[src/rtl/multicycle_control_fsm.sv]
// Multi-cycle main control unit for the MIPS-subset datapath.
// Registered state drives all datapath controls.
// Memory states stall on mem_ready and are guarded by a wait-timeout counter.
// Illegal encodings or a timeout park the FSM in a sticky FAULT state that only reset_n clears.
module multicycle_control_fsm #(
  parameter int ALUOP_W     = 3,
  parameter int STATE_W     = 4,
  parameter int WAIT_MAX    = 15,
  parameter int MEM_WAIT_EN = 1
) (
  input  logic               clk,
  input  logic               reset_n,
  input  logic [5:0]         opcode,
  input  logic [5:0]         funct,
  input  logic               mem_ready,
  input  logic               alu_zero,
  input  logic               alu_le_zero,
  input  logic               alu_v,
  output logic               pc_write,
  output logic               pc_write_cond,
  output logic               iord,
  output logic               mem_read,
  output logic               mem_write,
  output logic               ir_write,
  output logic [1:0]         reg_dst,
  output logic [1:0]         mem_to_reg,
  output logic               reg_write,
  output logic               alu_src_a,
  output logic [1:0]         alu_src_b,
  output logic [ALUOP_W-1:0] alu_op,
  output logic [1:0]         pc_source,
  output logic               fault,
  output logic [STATE_W-1:0] dbg_state
);

  typedef enum logic [STATE_W-1:0] {
    S_FETCH  = STATE_W'(0),
    S_DECODE = STATE_W'(1),
    S_MEMADR = STATE_W'(2),
    S_MEMRD  = STATE_W'(3),
    S_MEMWB  = STATE_W'(4),
    S_MEMWR  = STATE_W'(5),
    S_EXEC   = STATE_W'(6),
    S_ALUWB  = STATE_W'(7),
    S_BRANCH = STATE_W'(8),
    S_JUMP   = STATE_W'(9),
    S_IMMEX  = STATE_W'(10),
    S_IMMWB  = STATE_W'(11),
    S_BLEZ   = STATE_W'(12),
    S_BRV    = STATE_W'(13),
    S_FAULT  = STATE_W'(15)
  } state_t;

  localparam logic [5:0] OP_RTYPE = 6'b000000;
  localparam logic [5:0] OP_LW    = 6'b100011;
  localparam logic [5:0] OP_SW    = 6'b101011;
  localparam logic [5:0] OP_BEQ   = 6'b000100;
  localparam logic [5:0] OP_J     = 6'b000010;
  localparam logic [5:0] OP_NANDI = 6'b010000;
  localparam logic [5:0] OP_BLEZ  = 6'b100100;
  localparam logic [5:0] FN_BRV   = 6'b010100;

  localparam logic [ALUOP_W-1:0] ALU_ADD  = ALUOP_W'(3'b000);
  localparam logic [ALUOP_W-1:0] ALU_SUB  = ALUOP_W'(3'b001);
  localparam logic [ALUOP_W-1:0] ALU_FN   = ALUOP_W'(3'b100);
  localparam logic [ALUOP_W-1:0] ALU_NAND = ALUOP_W'(3'b011);
  localparam logic [ALUOP_W-1:0] ALU_PASS = ALUOP_W'(3'b111);

  localparam logic [7:0] WAIT_LIMIT = 8'(WAIT_MAX);

  state_t     state_q, state_d;
  logic [7:0] wait_cnt_q, wait_cnt_d;
  logic       mem_rdy;
  logic       in_wait_state;
  logic       r_funct_legal;
  logic       timeout;

  // alu_zero is qualified against pc_write_cond inside the datapath; sequencing ignores it
  logic unused_alu_zero;
  assign unused_alu_zero = alu_zero;

  assign mem_rdy       = (MEM_WAIT_EN == 0) ? 1'b1 : mem_ready;
  assign in_wait_state = (state_q == S_FETCH) || (state_q == S_MEMRD) || (state_q == S_MEMWR);
  assign r_funct_legal = funct inside {6'b100000, 6'b100010, 6'b100100, 6'b100101, 6'b101010};
  assign timeout       = in_wait_state && !mem_rdy && (wait_cnt_q == WAIT_LIMIT);
  assign dbg_state     = state_q;

  // Next-state sequencing; a timeout overrides any stall
  always_comb begin
    state_d = state_q;
    case (state_q)
      S_FETCH:  if (mem_rdy) state_d = S_DECODE;
      S_DECODE: begin
        case (opcode)
          OP_LW, OP_SW: state_d = S_MEMADR;
          OP_RTYPE: begin
            if (funct == FN_BRV)    state_d = S_BRV;
            else if (r_funct_legal) state_d = S_EXEC;
            else                    state_d = S_FAULT;
          end
          OP_BEQ:   state_d = S_BRANCH;
          OP_J:     state_d = S_JUMP;
          OP_NANDI: state_d = S_IMMEX;
          OP_BLEZ:  state_d = S_BLEZ;
          default:  state_d = S_FAULT;
        endcase
      end
      S_MEMADR: begin
        if (opcode == OP_LW)      state_d = S_MEMRD;
        else if (opcode == OP_SW) state_d = S_MEMWR;
        else                      state_d = S_FAULT;
      end
      S_MEMRD:  if (mem_rdy) state_d = S_MEMWB;
      S_MEMWB:  state_d = S_FETCH;
      S_MEMWR:  if (mem_rdy) state_d = S_FETCH;
      S_EXEC:   state_d = S_ALUWB;
      S_ALUWB:  state_d = S_FETCH;
      S_BRANCH: state_d = S_FETCH;
      S_JUMP:   state_d = S_FETCH;
      S_IMMEX:  state_d = S_IMMWB;
      S_IMMWB:  state_d = S_FETCH;
      S_BLEZ:   state_d = S_FETCH;
      S_BRV:    state_d = S_FETCH;
      S_FAULT:  state_d = S_FAULT;
      default:  state_d = S_FAULT;
    endcase
    if (timeout) state_d = S_FAULT;
  end

  // Wait counter: cleared on every state change, counts stalled cycles while held
  always_comb begin
    wait_cnt_d = wait_cnt_q;
    if (state_d != state_q)             wait_cnt_d = 8'd0;
    else if (in_wait_state && !mem_rdy) wait_cnt_d = wait_cnt_q + 8'd1;
  end

  // State and wait counter registers
  always_ff @(posedge clk or negedge reset_n) begin
    if (!reset_n) begin
      state_q    <= S_FETCH;
      wait_cnt_q <= 8'd0;
    end else begin
      state_q    <= state_d;
      wait_cnt_q <= wait_cnt_d;
    end
  end

  // Control decode from current state; everything held at 0 while reset_n is low
  always_comb begin
    pc_write      = 1'b0;
    pc_write_cond = 1'b0;
    iord          = 1'b0;
    mem_read      = 1'b0;
    mem_write     = 1'b0;
    ir_write      = 1'b0;
    reg_dst       = 2'd0;
    mem_to_reg    = 2'd0;
    reg_write     = 1'b0;
    alu_src_a     = 1'b0;
    alu_src_b     = 2'd0;
    alu_op        = ALU_ADD;
    pc_source     = 2'd0;
    fault         = 1'b0;
    if (reset_n) begin
      case (state_q)
        S_FETCH: begin
          mem_read  = 1'b1;
          alu_src_b = 2'd1;
          ir_write  = mem_rdy;
          pc_write  = mem_rdy;
        end
        S_DECODE: alu_src_b = 2'd3;
        S_MEMADR: begin
          alu_src_a = 1'b1;
          alu_src_b = 2'd2;
        end
        S_MEMRD: begin
          mem_read = 1'b1;
          iord     = 1'b1;
        end
        S_MEMWB: begin
          reg_write  = 1'b1;
          mem_to_reg = 2'd1;
        end
        S_MEMWR: begin
          mem_write = 1'b1;
          iord      = 1'b1;
        end
        S_EXEC: begin
          alu_src_a = 1'b1;
          alu_op    = ALU_FN;
        end
        S_ALUWB: begin
          reg_write = 1'b1;
          reg_dst   = 2'd1;
        end
        S_BRANCH: begin
          alu_src_a     = 1'b1;
          alu_op        = ALU_SUB;
          pc_write_cond = 1'b1;
          pc_source     = 2'd1;
        end
        S_JUMP: begin
          pc_write  = 1'b1;
          pc_source = 2'd2;
        end
        S_IMMEX: begin
          alu_src_a = 1'b1;
          alu_src_b = 2'd2;
          alu_op    = ALU_NAND;
        end
        S_IMMWB: reg_write = 1'b1;
        S_BLEZ: begin
          alu_src_a  = 1'b1;
          alu_op     = ALU_SUB;
          pc_write   = alu_le_zero;
          reg_write  = alu_le_zero;
          pc_source  = 2'd1;
          reg_dst    = 2'd2;
          mem_to_reg = 2'd2;
        end
        S_BRV: begin
          alu_src_a = 1'b1;
          alu_op    = ALU_PASS;
          pc_write  = alu_v;
          pc_source = 2'd3;
        end
        S_FAULT: fault = 1'b1;
        default: fault = 1'b0;
      endcase
    end
  end

endmodule

[config.mk]
export PLATFORM = sky130hd
export DESIGN_NAME = multicycle_control_fsm
export DESIGN_NICKNAME = d
export VERILOG_FILES = /design/src/rtl/multicycle_control_fsm.sv
export SDC_FILE = /design/constraint.sdc
export NUM_CORES = 1
export LEC_CHECK = 0
export ABC_AREA = 1
export CORE_ASPECT_RATIO = 1.5
export CORE_MARGIN = 2
export CORE_UTILIZATION = 25
export CTS_BUF_LIST = sky130_fd_sc_hd__clkbuf_4 sky130_fd_sc_hd__clkbuf_8
export CTS_CLUSTER_DIAMETER = 60
export DETAILED_ROUTE_END_ITERATION = 10
export GPL_TIMING_DRIVEN = 0
export PLACE_DENSITY_LB_ADDON = 0.08
export SYNTH_ARGS = -nofsm -noshare
export SYNTH_HDL_FRONTEND = slang
export SYNTH_SLANG_ARGS = --single-unit
[constraint.sdc]
create_clock -name clk -period 2.04 [get_ports clk]
set_input_delay 0.408 -clock clk [delete_from_list [all_inputs] [get_ports clk]]
set_output_delay 0.408 -clock clk [all_outputs]
set_load 0.02 [all_outputs]
==> impl_metrics.env <==
export IMPL_cts_root_buf="clkbuf_8"
export IMPL_clk_pin_slew_worst_paths_ns=0.06
export IMPL_grt_setup_unrepaired="yes"
export IMPL_dp_hpwl_um=3080
export IMPL_core_um2=5080
export IMPL_finalHoldViolations=0
export IMPL_min_period_over_period_pct=96.8
export IMPL_start_util_pct=25.7
export IMPL_ir_worst_vdd_mv=0.375
export IMPL_rows=32
export IMPL_nNetsFinal=282
export IMPL_synthCells=214
export IMPL_reg2reg_to="wait_cnt_q[2]"
export IMPL_wl_per_cell_um=12.0
export IMPL_ios=42
export IMPL_slew_headroom_pct=85.5
export IMPL_worstReg2RegStart="dbg_state[1]"
export IMPL_die_width_um=63.1
export IMPL_die_y_um=92.6
export IMPL_cap_violations=0
export IMPL_cts_hold_buffers_added=0
export IMPL_cts_tree="yes"
export IMPL_synth_ff_type="dfrtp_1"
export IMPL_synth_net_count=233
export IMPL_reg2reg_depth=12
export IMPL_netlist_top_cells_count="52 x nand2_1, 32 x inv_1, 31 x nor2_1"
export IMPL_nFillCells=589
export IMPL_synth_top_cell_area_share_pct=22.9
export IMPL_synth_top_family_by_area="simple AND/OR/NAND/NOR gates"
export IMPL_synthAdderAreaFrac_pct=0.956
export IMPL_ys_ff_latch=12
export IMPL_hold_worst_slack_ns=0.00862
export IMPL_grt_pass1_vias=1449
export IMPL_antenna_found_initial=0
export IMPL_r2r_slack_ns=0.17
export IMPL_clk_path_buf_depth=2
export IMPL_drc=0
export IMPL_worst_pin_slew_ns=0.218
export IMPL_path_cells="buf_6, nor2_4, inv_2, nor2_4, a21oi_1, nor2_1, buf_2"
export IMPL_numCtsBuffers=3
export IMPL_synth_area_per_cell_um2=6.12
export IMPL_slew_viol_final=0
export IMPL_drt_pass1_iter_count=4
export IMPL_instances_no_fill=330
export IMPL_synth_warnings=0
export IMPL_drive_gt1_share_pct=30.5
export IMPL_antennaDiodeCount=0
export IMPL_required_ns=1.63
export IMPL_numPortBuffers=40
export IMPL_synth_distinct_cells=28
export IMPL_fmax_mhz=506
export IMPL_synthMuxAreaShare_pct=0
export IMPL_path_buf_inv=3
export IMPL_dpl_cell_area_um2=1800
export IMPL_wl_um=3950
export IMPL_crit_family="simple AND/OR/NAND/NOR gates"
export IMPL_grt_usage_pct=14.3
export IMPL_insertion_delay_ns=0.25
export IMPL_powerDensity_nw_per_um2=307
export IMPL_grt_overflow=0
export IMPL_crit_start="dbg_state[3]"
export IMPL_via_per_inst=4.45
export IMPL_crit_slowest_cell="dfrtp_1"
export IMPL_cpMostUsedCell="nor2_4"
export IMPL_cp_end_kind="output port"
export IMPL_cp_arrival_ns=1.57
export IMPL_finalSetupViolations=0
export IMPL_gp_congestion=0.826
export IMPL_vias=1469
export IMPL_numClockSinks=12
export IMPL_synth_compound_area_share_pct=7.17
export IMPL_cellLeakagePower_nw=1.01
export IMPL_final_antenna_net_count=0
export IMPL_yosysTopAreaCell="dfrtp_1"
export IMPL_crit_type="register to output port"
export IMPL_status="finished clean"
export IMPL_place_inst=322
export IMPL_areaGrowthSynthToFinish_pct=47.0
export IMPL_cp_start_kind="register"
export IMPL_drt_iter0_markers=55
export IMPL_grt_max_degree=17
export IMPL_synth_seq_area_share_pct=22.9
export IMPL_fin_skew_ns=0.00661
export IMPL_setup_tns_ns=0
export IMPL_yosys_top_cells_area="dfrtp_1 23%, nand2_1 15%, inv_1 9.2%"
export IMPL_power_mw=0.591
export IMPL_design_area_um2=1920
export IMPL_htreeDepth=1
export IMPL_fin_ws_ns=0.0651
export IMPL_critPathMaxFanout=9
export IMPL_synth_most_common_cell="nand2_1"
export IMPL_period_needed_ns=1.97
export IMPL_synth_simple_area_share_pct=53.8
export IMPL_postLayoutCoreUtil_pct=37.8
export IMPL_synth_area_um2=1310
export IMPL_synth_xor_area_share_pct=3.35
export IMPL_hold_path_class="input port to async pin"
export IMPL_die_area_um2=5840
export IMPL_cpPeakStageDelay_ns=0.39
export IMPL_grt_first_pass_wirelength_um=6670
export IMPL_synth_edf_count=0
export IMPL_place_ws_ns=-1.26
export IMPL_async_flop_share_pct=100
==> report_power, final <==
part	switching [mW]	leakage, nW	internal [mW]
Sequential	0	0.146	0.238
Combinational	0.0423	0.835	0.0365
Clock	0.103	0.0288	0.171
==> state kept, by name, summed over array words and instances, names as in the netlist <==
register / cells
dbg_state: 4
wait_cnt_q: 8
==> cell type report <==
| cell class | instances | area, µm² | share of cell area [%] |
|---|---|---|---|
| multi-input cells | 164 | 951 | 49.4 |
| inverters | 35 | 141 | 7.35 |
| repair buffers | 44 | 364 | 18.9 |
| plain buffers | 3 | 23.8 | 1.24 |
| flip-flops and latches | 12 | 304 | 15.8 |
| well taps | 68 | 85.1 | 4.42 |
| clock buffers | 4 | 55.1 | 2.86 |
==> worst reg2reg max path, cell delays in order (launching register included) <==
cell and delay (ns):
dfrtp_2 0.46, buf_4 0.17, nand2_2 0.10, inv_2 0.06, nand2_2 0.10, nand3_4 0.12, nand3_4 0.08, nand2_1 0.06
nor2_1 0.14, nand3_1 0.12, nand2_2 0.10, nand2_4 0.11, nor3_2 0.17
==> logic make-up after synthesis <==
logic type                 count (synthesis)
and+or+nand+nor                          141
buffers and inverters                     38
AOI/OAI and AO/OA                         17
DFF                                       12
xor gates and xnor gates                   5
adders and majority gates                  1
==> metal layers <==
layer | GRT usage, % | part of all wire (%)
met5 | 0 | 0
met4 | 5.19 | 2.4
met2 | 27.7 | 54
met3 | 2.19 | 3.6
met1 | 15.2 | 40
==> what timing repair did <==
item	in CTS	in global routing
setup endpoints to repair	28	22
pin swaps	0	4
setup buffers	3	1
resized for setup	69	43
==> how the worst max path moves through the flow <==
stage	endpoint	cells after the start
3_3_place_gp	alu_src_b[0]	5
5_1_grt	wait_cnt_q[2]	13
2_1_floorplan	alu_op[2]	6
3_5_place_dp	alu_src_b[0]	5
4_1_cts	wait_cnt_q[2]	11
6_report	alu_src_b[1]	7
==> layout by cell type, fill, tap and decap left out, drive strengths merged <==
cell and n:
clkdlybuf4s50 14, dlygate4sd2 6, xor2 4, ha 1, o21a 1, dfrtp 12
clkdlybuf4s15 1, o21bai 1, a21oi 9, nor3 15, clkbuf 10, dlymetal6s2s 4
buf 16, nand3 21, a31o 1, inv 34, xnor2 1, and3 1
nand4 6, nor2 38, clkinv 1, nand2 60, o21ai 5
Power figures use the tool's default switching activity.
